[config.mk]
export PLATFORM = sky130hd
export DESIGN_NAME = comp_flag_pipe
export DESIGN_NICKNAME = d
export VERILOG_FILES = /design/src/rtl/comp_flag_pipe.sv
export SDC_FILE = /design/constraint.sdc
export NUM_CORES = 1
export LEC_CHECK = 0
export BUFFER_PORTS_ARGS = -buffer_cell sky130_fd_sc_hd__buf_2
export CAP_MARGIN = 20
export CORE_MARGIN = 2
export CORE_UTILIZATION = 35
export DETAILED_ROUTE_END_ITERATION = 7
export GPL_TIMING_DRIVEN = 0
export HOLD_SLACK_MARGIN = 0.15
export SETUP_SLACK_MARGIN = 0.05
export SYNTH_ARGS = -nofsm -noshare
export SYNTH_HDL_FRONTEND = slang
export SYNTH_SLANG_ARGS = --single-unit
[constraint.sdc]
create_clock -name clk -period 3.74 [get_ports clk]
set_clock_uncertainty 0.05 [all_clocks]
set_input_delay 0.374 -clock clk [delete_from_list [all_inputs] [get_ports clk]]
set_output_delay 0.374 -clock clk [all_outputs]
set_load 0.1 [all_outputs]
[src/rtl/comp_flag_pipe.sv]
// Two-stage pipelined compensation-flag generator for the approximate divider.
// Stage 1 locates the leading one; stage 2 compares the low residue against the half-step threshold.
module comp_flag_pipe #(
  parameter int WIDTH   = 8,
  parameter int MIN_MSB = 5,
  parameter int GUARD   = 3,
  parameter int CNT_W   = 16
) (
  input  logic                     clk,
  input  logic                     rst_n,
  input  logic                     in_valid,
  output logic                     in_ready,
  input  logic [WIDTH-1:0]         in_data,
  input  logic                     in_mode,
  output logic                     out_valid,
  input  logic                     out_ready,
  output logic [WIDTH-1:0]         out_data,
  output logic [$clog2(WIDTH)-1:0] out_msb,
  output logic                     out_flag,
  input  logic                     cnt_clr,
  output logic [CNT_W-1:0]         flag_cnt
);
  localparam int KW = $clog2(WIDTH);

  logic             r_v1;
  logic             r_mode1;
  logic [WIDTH-1:0] r_data1;
  logic [KW-1:0]    r_k1;
  logic             r_v2;
  logic             r_flag2;
  logic [WIDTH-1:0] r_data2;
  logic [KW-1:0]    r_k2;
  logic [CNT_W-1:0] r_cnt;

  logic             w_en1;
  logic             w_en2;
  logic [KW-1:0]    w_kIn;
  logic [KW-1:0]    w_m;
  logic [WIDTH-1:0] w_one;
  logic [WIDTH-1:0] w_mask;
  logic [WIDTH-1:0] w_res;
  logic [WIDTH-1:0] w_half;
  logic             w_flag;
  logic             w_outXfer;

  // A stage may load when it is empty or its contents move on this cycle.
  assign w_en2     = !r_v2 || out_ready;
  assign w_en1     = !r_v1 || w_en2;
  assign in_ready  = w_en1;
  assign w_outXfer = r_v2 && out_ready;

  // Highest set bit wins because later iterations overwrite earlier ones.
  always_comb begin
    w_kIn = '0;
    for (int i = 0; i < WIDTH; i++) begin
      if (in_data[i]) w_kIn = KW'(i);
    end
  end

  assign w_one  = WIDTH'(1);
  assign w_m    = r_k1 - KW'(GUARD);
  assign w_mask = (w_one << w_m) - w_one;
  assign w_res  = r_data1 & w_mask;
  assign w_half = w_one << (w_m - KW'(1));

  always_comb begin
    w_flag = 1'b0;
    if (r_data1 != '0 && int'(r_k1) >= MIN_MSB) begin
      w_flag = r_mode1 ? (w_res >= w_half) : (w_res > w_half);
    end
  end

  always_ff @(posedge clk) begin
    if (!rst_n) begin
      r_v1    <= 1'b0;
      r_mode1 <= 1'b0;
      r_data1 <= '0;
      r_k1    <= '0;
    end else if (w_en1) begin
      r_v1 <= in_valid;
      if (in_valid) begin
        r_mode1 <= in_mode;
        r_data1 <= in_data;
        r_k1    <= w_kIn;
      end
    end
  end

  always_ff @(posedge clk) begin
    if (!rst_n) begin
      r_v2    <= 1'b0;
      r_flag2 <= 1'b0;
      r_data2 <= '0;
      r_k2    <= '0;
    end else if (w_en2) begin
      r_v2 <= r_v1;
      if (r_v1) begin
        r_flag2 <= w_flag;
        r_data2 <= r_data1;
        r_k2    <= r_k1;
      end
    end
  end

  // Clear beats a same-cycle count; the count sticks at all-ones.
  always_ff @(posedge clk) begin
    if (!rst_n) begin
      r_cnt <= '0;
    end else if (cnt_clr) begin
      r_cnt <= '0;
    end else if (w_outXfer && r_flag2 && r_cnt != {CNT_W{1'b1}}) begin
      r_cnt <= r_cnt + CNT_W'(1);
    end
  end

  assign out_valid = r_v2;
  assign out_data  = r_data2;
  assign out_msb   = r_k2;
  assign out_flag  = r_flag2;
  assign flag_cnt  = r_cnt;

endmodule

==> impl_metrics.yaml <==
status:
  outcome: "finished, final reports clean"
final_layout:
  layout.nets: 344
  mostFrequentLayoutCell: "buf_2"
  antennaDiodeCount: 0
  syn_to_final_growth_pct: 17.27
  design_area_um2: 2728
  final_cell_mix: "buf_2, dfxtp_1, nand2_1"
  drive_gt1_share_pct: 20.44
critical_path:
  endpoint: "out_flag"
  reg2reg_depth: 13
  cp_common_cell: "ha_1"
  endpoint_kind: "register"
  max_stage_delay_ps: 450
  crit_slowest_cell: "dfxtp_1"
  startpoint: "r_k1[0]"
  cp.required_ps: 3890
  criticalPathCategory: "register to register"
  rr_endpoint: "out_flag"
  path_max_fanout: 10
  arrival_ps: 3350
  crit_chain: "and2_1, ha_1, or3_1, ha_1, nand3b_1, o21ai_0, nand2_1, a21boi_0, ha_1, nand4_1, nor4_1, nor4_1, a32o_1"
  worst_r2r_startpoint: "r_k1[0]"
  r2r_slack_ps: 540
  startpoint_type: "register"
synth:
  ys_types: 46
  ys.warnings.count: 0
  synth_top_cell_by_area: "dfxtp_1"
  synth.avg_cell_area_um2: 8.679
  synth_area_leaders: "dfxtp_1, ha_1, nand2_1"
  syn-cell-area_um2: 2326
  synth_flop_cell: "dfxtp_1"
  synth_edf_count: 0
  syn-num-nets: 295
  synthCells: 268
  synth-seq-cells: 42
  async_flop_share_pct: 0
  synth_seq_area_share_pct: 36.15
  synth_top_cell_area_share_pct: 36.15
timing:
  final_hold_viol_count: 0
  drv_slew: 0
  timing.setup.tns_ps: 0
  relSlewSlack_pct: 62.58
  fin_crit_sh_pct: 85.64
  worst_pin_slew_ps: 561.3
  fin_crit_ps: 3203
  rsz0062_at_grt: "false"
  max_freq_mhz: 312.2
  setup_viol: 0
global_routing:
  grt_overflow: 0
  grt_usage_pct: 16.44
  grt_pass1_wl_um: 9639
  grt_max_degree: 14
  antenna_found_initial: 0
  first_global_vias: 2008
floorplan:
  die_area_um2: 7314
  rows: 29
  ios: 44
  coreArea_um2: 6386
  start_util_pct: 36.42
  die_w_um: 85.52
  die_h_um: 85.52
pwr:
  peakVddDrop_uv: 150.6
  power.density_nw_per_um2: 344.5
  p_leak_nw: 1.166
placed_design:
  dp_hpwl_um: 4179
  io_buffers: 42
  placed_cell_area_um2: 2633
  gp_congestion: 0.7951
clocking:
  cts-resized-gates: 0
  cts_setup_buffers: 0
  clock_latency_ps: 300
  path_clk_slew_ps: 80
  cts_tree: "built"
  ctsHoldBuffers: 0
  cts.path.max_buffers: 2
  cts-buffers-inserted: 5
  clock-sinks: 42
  h-tree-depth: 2
  cts-root-buf: "clkbuf_8"
drt:
  drt_wl_total_um: 5639
  ant_nets: 0
  wl_per_cell_um: 14.28
  vias: 2089
  drt-pass1-iter-count: 4
  avgViaCountPerCell: 5.289
  dr.first_iter.drc_count: 70
  drc: 0
hold_path:
  hp-class: "input pin to register"
run:
  cap_violations: 0
cell usage after synthesis, types with 6 or more instances:
cell / count
clkbuf_1: 8
dfxtp_1: 42
nor2_1: 6
a21oi_1: 15
nand4_1: 6
or4_1: 7
o21ai_0: 7
inv_1: 8
ha_1: 13
nand3_1: 8
mux2i_1: 11
nor2b_1: 16
a21boi_0: 13
nand2b_1: 6
nand2_1: 35
final cells by class:
class / count / area (um^2)
repair buffers: 42 / 210.2
flip-flops and latches: 42 / 840.8
plain buffers: 12 / 55.05
fillers: 666 / 3659
well taps: 77 / 96.34
multi-input cells: 206 / 1400
clock buffers: 6 / 82.58
inverters: 8 / 30.03
clock inverters: 2 / 12.51
layer usage:
layer | wire length, um | vias up | GRT usage, % | share of wire (%)
met4 | 57 | 0 | 5.339 | 1.0
met3 | 256 | 5 | 4.042 | 4.5
met2 | 2542 | 44 | 26.42 | 45
li1 | - | 1076 | - | -
met5 | 0 | - | 0 | 0
met1 | 2782 | 964 | 21.73 | 49
registers in the layout, summed over array words and instances (netlist names):
register / count
r_k1: 3
out_msb: 3
r_mode1: 1
out_flag: 1
out_valid: 1
r_v1: 1
out_data: 8
flag_cnt: 16
r_data1: 8
power by group:
part	switching, mW	total (mW)	internal [mW]
sequential	0.0133	0.473	0.459
clock	0.164	0.312	0.149
combinational	0.0987	0.155	0.0560
total	0.276	0.940	0.664
through the flow:
stage	power [mW]	hold slack, ps	setup slack [ps]	instances	utilization (%)
final	0.9396	270.1	537.1	395	42.71
after detailed placement	0.6375	425.0	584.2	387	41.22
after CTS	0.9543	267.7	550.8	395	42.71
after floorplan	0.5976	393.6	828.7	268	-
after global routing	0.9905	280.1	292.2	395	42.71
after global placement	0.6358	418.6	576.7	387	41.22
critical path, delay by kind of cell (launching register included):
kind / cells / cell delay (ps)
flops: 1 / 450
fa+ha+maj: 3 / 960
simple gates: 7 / 1250
compound gates: 3 / 380
worst min-delay path by stage:
stage | startpoint | endpoint | slack (ps) | cells after the start
after floorplan | r_mode1 | r_mode1 | 390 | 2
after global placement | r_mode1 | r_mode1 | 420 | 2
after detailed placement | r_mode1 | r_mode1 | 420 | 2
after CTS | in_mode | r_mode1 | 270 | 3
after global routing | in_mode | r_mode1 | 280 | 3
final | in_mode | r_mode1 | 270 | 3
logic make-up after synthesis:
group	count (synthesis)	synth area share [%]
and+or+nand+nor	116	28.56
AOI/OAI and AO/OA	61	18.24
DFF	42	36.15
buffers and inverters	20	3.658
adders and majority gates	13	6.993
muxes	11	4.734
xor gates and xnor gates	4	1.506
other	1	0.1612
(Power assumes the default switching activity.)
